## src/rtl/wb_cmd_master.sv

```systemverilog
// Wishbone B4 classic single-transfer master driven by a valid/ready command channel.
// Optional bus timeout is built only when WBM_TIMEOUT_EN is defined.
module wb_cmd_master #(
    parameter int TIMEOUT_CYCLES = 255
) (
    input  logic        wb_clk_i,
    input  logic        wb_rst_ni,
    input  logic        cmd_valid_i,
    output logic        cmd_ready_o,
    input  logic        cmd_we_i,
    input  logic [31:0] cmd_adr_i,
    input  logic [31:0] cmd_dat_i,
    input  logic [3:0]  cmd_sel_i,
    output logic        rsp_valid_o,
    input  logic        rsp_ready_i,
    output logic [31:0] rsp_dat_o,
    output logic        rsp_err_o,
    output logic        wbm_cyc_o,
    output logic        wbm_stb_o,
    output logic        wbm_we_o,
    output logic [3:0]  wbm_sel_o,
    output logic [31:0] wbm_adr_o,
    output logic [31:0] wbm_dat_o,
    input  logic        wbm_ack_i,
    input  logic [31:0] wbm_dat_i
);

    typedef enum logic [1:0] {IDLE, BUS, RESP} state_e;

    if (TIMEOUT_CYCLES < 1 || TIMEOUT_CYCLES > 65535) begin : g_bad_timeout
        $error("wb_cmd_master: TIMEOUT_CYCLES must be within 1..65535");
    end

    state_e      state_q, state_d;
    logic        we_q, we_d;
    logic [31:0] adr_q, adr_d;
    logic [31:0] dat_q, dat_d;
    logic [3:0]  sel_q, sel_d;
    logic        cyc_q, cyc_d;
    logic        stb_q, stb_d;
    logic [31:0] rsp_dat_q, rsp_dat_d;

`ifdef WBM_TIMEOUT_EN
    localparam int CNT_W = $clog2(TIMEOUT_CYCLES + 1);
    localparam logic [CNT_W-1:0] CNT_LAST = CNT_W'(TIMEOUT_CYCLES - 1);
    localparam logic [CNT_W-1:0] CNT_SAT  = CNT_W'(TIMEOUT_CYCLES);

    logic [CNT_W-1:0] cnt_q, cnt_d;
    logic             rsp_err_q, rsp_err_d;
`endif

    always_ff @(posedge wb_clk_i or negedge wb_rst_ni) begin
        if (!wb_rst_ni) begin
            state_q   <= IDLE;
            we_q      <= 1'b0;
            adr_q     <= '0;
            dat_q     <= '0;
            sel_q     <= '0;
            cyc_q     <= 1'b0;
            stb_q     <= 1'b0;
            rsp_dat_q <= '0;
`ifdef WBM_TIMEOUT_EN
            cnt_q     <= '0;
            rsp_err_q <= 1'b0;
`endif
        end else begin
            state_q   <= state_d;
            we_q      <= we_d;
            adr_q     <= adr_d;
            dat_q     <= dat_d;
            sel_q     <= sel_d;
            cyc_q     <= cyc_d;
            stb_q     <= stb_d;
            rsp_dat_q <= rsp_dat_d;
`ifdef WBM_TIMEOUT_EN
            cnt_q     <= cnt_d;
            rsp_err_q <= rsp_err_d;
`endif
        end
    end

    always_comb begin
        state_d   = state_q;
        we_d      = we_q;
        adr_d     = adr_q;
        dat_d     = dat_q;
        sel_d     = sel_q;
        cyc_d     = cyc_q;
        stb_d     = stb_q;
        rsp_dat_d = rsp_dat_q;
`ifdef WBM_TIMEOUT_EN
        cnt_d     = cnt_q;
        rsp_err_d = rsp_err_q;
`endif
        case (state_q)
            IDLE: begin
                if (cmd_valid_i) begin
                    we_d    = cmd_we_i;
                    adr_d   = cmd_adr_i;
                    dat_d   = cmd_dat_i;
                    sel_d   = cmd_sel_i;
                    cyc_d   = 1'b1;
                    stb_d   = 1'b1;
`ifdef WBM_TIMEOUT_EN
                    cnt_d   = '0;
`endif
                    state_d = BUS;
                end
            end
            BUS: begin
                if (wbm_ack_i) begin
                    cyc_d     = 1'b0;
                    stb_d     = 1'b0;
                    rsp_dat_d = we_q ? 32'h0 : wbm_dat_i;
`ifdef WBM_TIMEOUT_EN
                    rsp_err_d = 1'b0;
`endif
                    state_d   = RESP;
                end
`ifdef WBM_TIMEOUT_EN
                // The counter reaches TIMEOUT_CYCLES at this edge, so give up now.
                else if (cnt_q == CNT_LAST) begin
                    cyc_d     = 1'b0;
                    stb_d     = 1'b0;
                    rsp_dat_d = 32'h0;
                    rsp_err_d = 1'b1;
                    state_d   = RESP;
                end else if (cnt_q != CNT_SAT) begin
                    cnt_d = cnt_q + 1'b1;
                end
`endif
            end
            RESP: begin
                if (rsp_ready_i) begin
                    state_d = IDLE;
                end
            end
            default: state_d = IDLE;
        endcase
    end

    assign cmd_ready_o = wb_rst_ni && (state_q == IDLE);
    assign rsp_valid_o = (state_q == RESP);
    assign rsp_dat_o   = rsp_dat_q;
`ifdef WBM_TIMEOUT_EN
    assign rsp_err_o   = rsp_err_q;
`else
    assign rsp_err_o   = 1'b0;
`endif
    assign wbm_cyc_o   = cyc_q;
    assign wbm_stb_o   = stb_q;
    assign wbm_we_o    = we_q;
    assign wbm_sel_o   = sel_q;
    assign wbm_adr_o   = adr_q;
    assign wbm_dat_o   = dat_q;

endmodule
```

## config.mk

```make
export PLATFORM = sky130hd
export DESIGN_NAME = wb_cmd_master
export DESIGN_NICKNAME = d
export VERILOG_FILES = /design/src/rtl/wb_cmd_master.sv
export SDC_FILE = /design/constraint.sdc
export NUM_CORES = 1
export LEC_CHECK = 0
export CAP_MARGIN = 20
export CORE_UTILIZATION = 36
export DETAILED_ROUTE_END_ITERATION = 8
export PLACE_DENSITY = 0.73
export SLEW_MARGIN = 20
export SYNTH_ARGS = -nofsm -noshare
export SYNTH_HDL_FRONTEND = slang
export SYNTH_SLANG_ARGS = --single-unit
export TNS_END_PERCENT = 30
```

## constraint.sdc

```tcl
create_clock -name wb_clk_i -period 1.5 [get_ports wb_clk_i]
set_clock_uncertainty 0.1 [all_clocks]
set_input_delay 0.45 -clock wb_clk_i [delete_from_list [all_inputs] [get_ports wb_clk_i]]
set_output_delay 0.45 -clock wb_clk_i [all_outputs]
set_load 0.05 [all_outputs]
```

# [Word level (Yosys, flattened, before mapping)]
# Index checks and enable logic that the tools add are counted.
[op_classes] n_eq_ne=5 mux=8 n_reduce_logical=7
[ops] cell="2-to-1 mux 32 bit" count=1
[ops] cell="2-to-1 mux 2 bit" count=3
[ops] cell="one-hot mux 2 bit (3 select lines)" count=1
[ops] cell="AND reduction 3 bit" count=2
[ops] cell="inequality test 2 bit (second input constant)" count=2
[ops] cell="AND reduction 2 bit" count=2
[ops] cell="== test 2 x 1 -> 1 bit (second input constant)" count=1
[ops] cell="== test 2 bit (second input constant)" count=1
[ops] cell="zero test 2 bit" count=1
[ops] cell="2-to-1 mux 1 bit" count=2
[ops] cell="inequality test 2 x 1 -> 1 bit (second input constant)" count=1
[ops] cell="one-hot mux 1 bit (2 select lines)" count=1
[ops] cell="nonzero test 2 bit" count=1
[ops] cell="logical AND 1 bit" count=1
[word_totals] reg_bits=104 input_bits=106 out_inout_bits=106 wordCells=27

# [Depth between registers and ports, before layout]
# Gate-level depths: netlist (run 1).
[depth] word_depth=3 ltp_mapped=6 depth_no_buf=3

# [Worst setup path after synthesis (run 1)]
# No wires, ideal clock.
[synth_path] path_type="register to output" startpoint="register state_q[0]" endpoint="output port cmd_ready_o" arrival_ps=1654 required_ps=950 slack_ps=-704 stages_incl_launch_ff=3 n_path_buf=1 path_cell_list="dfrtp_1 -> buf_2 -> nor3b_1"
[synth_between] elab_chain_cells=2
[synth_lines] element="from (decl)" line_no="34" text="state_e state_q, state_d;"
[synth_lines] element="from (signal assigned)" line_no="67" text="state_q <= state_d;"
[synth_lines] element="zero test 2 bit" line_no="142" text="assign cmd_ready_o = wb_rst_ni && (state_q == IDLE);"
[synth_lines] element="logical AND 1 bit" line_no="142"
[synth_lines] element="to (decl)" line_no="9" text="output logic cmd_ready_o,"
# Every way passes these cells.

# [Final worst setup path (run 1)]
[layout_path] startpoint="register state_q[1]" endpoint="output port cmd_ready_o"
# The elaborated chain is that of the path after synthesis.

==> results of run 1 <==
## routing by layer
layer  GRT usage (%)  share of wire (%)
met1            25.3                 40
met4            7.72                1.7
met3            6.15                7.7
met2            34.6                 51
met5               0                  0
## power by group through the flow
| stage | registers (mW) | clock network [mW] | logic (mW) |
|---|---|---|---|
| global placement | 5.58 | 0 | 12.8 |
| floorplan | 9.49 | 0 | 1.79 |
| finish | 5.68 | 2.24 | 13.9 |
| global route | 5.84 | 2.39 | 14.4 |
| detailed placement | 5.67 | 0 | 12.9 |
| CTS | 5.64 | 2.29 | 13.4 |
## registers in the layout, summed over array words and instances (netlist names)
name       flops
wbm_we_o       1
wbm_sel_o      4
wbm_dat_o     32
rsp_dat_o     32
wbm_adr_o     32
wbm_stb_o      1
state_q        2
## layout make-up
cell class | count | area share (%)
Clock buffer | 14 | 3.29
Timing Repair Buffer | 243 | 43.9
Multi-Input combinational cell | 176 | 19.1
Sequential cell | 104 | 31.3
Inverter | 2 | 0.0902
Tap cell | 140 | 2.11
Clock inverter | 2 | 0.150
## placed cells by master (no fill, tap or decap), drive strengths merged
master,count
buf,136
dfrtp,104
clkdlybuf4s50,103
mux2,69
o21ai,34
nand2b,32
nand2,32
clkbuf,17
inv,2
nor3b,2
nor2,2
mux2i,1
nand3b,1
a21oi,1
o31ai,1
conb,1
clkinvlp,1
clkinv,1
dlygate4sd2,1
## path summary, 6_finish.rpt
| path | to | depth (start not counted) |
|---|---|---|
| setup / recovery | cmd_ready_o | 3 |
| max in group asynchronous | wbm_adr_o[21] | 3 |
| hold / removal | wbm_we_o | 3 |
| min in group wb_clk_i | rsp_dat_o[4] | 2 |
| setup reg to reg | wbm_dat_o[16] | 7 |
| hold reg to reg | rsp_dat_o[4] | 2 |
## critical path, cell delays in order (launching register included)
cell and delay, ps:
dfrtp_1 400, buf_6 140, nor3b_4 220, buf_12 160
## cells by family (layout without fill, tap and decap cells)
| logic type | Yosys count | in the layout | synth area share, % |
|---|---|---|---|
| compound gates | 36 | 36 | 4.49 |
| buf+inv | 22 | 261 | 3.14 |
| flops | 104 | 104 | 64.0 |
| mux | 70 | 70 | 19.4 |
| other cells | 1 | 1 | 0.0922 |
| simple gates | 69 | 69 | 8.90 |
## cell usage after synthesis (2+ instances only)
| cell | number | share of area, % |
|---|---|---|
| buf_2 | 6 | 0.74 |
| buf_4 | 6 | 1.1 |
| buf_6 | 2 | 0.55 |
| clkbuf_1 | 5 | 0.46 |
| dfrtp_1 | 104 | 64 |
| inv_1 | 2 | 0.18 |
| mux2_1 | 10 | 2.8 |
| mux2_2 | 59 | 16 |
| nand2_1 | 32 | 3.0 |
| nand2b_1 | 32 | 4.9 |
| nor2_1 | 2 | 0.18 |
| o21ai_0 | 34 | 4.2 |
## stage by stage
| stage | instance area [um2] | setup slack [ps] | instances | hold WS [ps] |
|---|---|---|---|---|
| final | 8320 | -311 | 681 | 216 |
| after global routing | 8320 | -358 | 681 | 275 |
| after CTS | 8050 | -327 | 674 | 240 |
| after floorplan | 4100 | -106 | 302 | 54.4 |
| after detailed placement | 7490 | -607 | 648 | 431 |
| after global placement | 7490 | -562 | 648 | 421 |
## what timing repair did
| action | CTS | global route |
|---|---|---|
| pin swaps | 2 | 3 |
| buffers inserted | 5 | 8 |
| resized for setup | 33 | 74 |
| gates cloned | 5 | 3 |
| setup endpoints to repair | 74 | 108 |
==> results.yml, run 1 <==
power_and_ir_drop:
  p_per_area_nw_per_um2: 2620
  pwr-share-comb_pct: 63.7
  clock_power_share_pct: 10.3
  intPower_mw: 12.7
  leakage_nw: 3.73
  switching_share_pct: 42.0
  p_sw_mw: 9.16
  pwr-share-seq_pct: 26.0
  vdd_drop_max_mv: 1.50
  power_mw: 21.8
clock_network:
  clk_latency_ps: 340
  cts_sinks: 104
  htreeDepth: 3
  clock_path_buffers: 2
  cts_tree: "done"
  cts_hold_buf: 0
  ctsRootBufferMaster: "clkbuf_16"
  cts.reportedPaths.clkPinSlew_ps: 70
  numCtsBuffers: 9
floorplan:
  die_y_um: 108
  start_util_pct: 37.2
  core.rowCount: 38
  fp.dieW_um: 108
  core-area_um2: 10900
  die-area_um2: 11700
  io_pins: 212
grt:
  grt_pass1_wl_um: 18200
  antenna_found_initial: 0
  grt_pass1_vias: 3436
  gr-total-overflow: 0
  track_usage_pct: 20.7
  grt_start_max_net_pins: 57
routing:
  routed_via_density: 4.69
  drt-total-wl_um: 12400
  drt_iter0_markers: 101
  wire_per_inst_um: 18.2
  drc: 0
  vias: 3196
  drtPass1Iterations: 4
  ant_nets: 0
worst_setup_path:
  crit_start: "state_q[1]"
  cp.required_ps: 950
  worst-setup-path-type: "reg -> out"
  start_kind: "register"
  reg2reg_setup_slack_ps: -270
  crit_path_end_kind: "output pin"
  path_max_fanout: 5
  worstReg2RegStart: "state_q[0]"
  cp.arrival_ps: 1260
sta:
  slew_viol_final: 0
  worst_pin_slew_ps: 699
  fin_crit_sh_pct: 121
  setup_viol: 75
  slew_headroom_pct: 53.4
  layout_setup_ws_ps: -311
  fin_tns_setup_ps: -13480
  finalCriticalPeriod_ps: 1810
  fmax_mhz: 552
  hold_viol: 0
  rsz0062_at_grt: "yes"
cells_and_area:
  num_antenna_cells: 0
  area_growth_pct: 105
  multiInputGateArea_um2: 1590
  post-route-util_pct: 76.1
  layout-drive-gt1-share_pct: 42.0
  register_area_um2: 2610
  nets: 642
  nFillCells: 692
synthesis:
  synth_cells: 302
  syn-num-nets: 408
  ys_seq_elements: 104
  yosysUniqueCellTypes: 20
  syn-cell-area_um2: 4070
  seq_area_frac_synth_pct: 64.0
  ys.flop_type: "dfrtp_1"
  synth_area_per_cell_um2: 13.5
  async_flop_share_pct: 100
  synth_warnings: 0
  synth_edf_count: 0
outcome:
  outcome: "finished, violations left"
  violations: "negative setup slack"
place:
  port_buffers: 210
  place_hpwl_um: 8310
  gp_congestion: 0.729
worst_hold_path:
  hold_path_class: "in -> async"
job:
  drv_cap: 0
Power figures use the tool's default switching activity.
==> inputs of run 2 (changes only) <==
--- a/config.mk
+++ b/config.mk
@@ -7,6 +7,7 @@
 export LEC_CHECK = 0
 export CAP_MARGIN = 20
 export CORE_UTILIZATION = 36
+export CTS_CLUSTER_DIAMETER = 30
 export DETAILED_ROUTE_END_ITERATION = 8
 export PLACE_DENSITY = 0.73
 export SLEW_MARGIN = 20
==> results of run 2 <==
The final DEF is identical to that of run 1; final timing and power are the same.
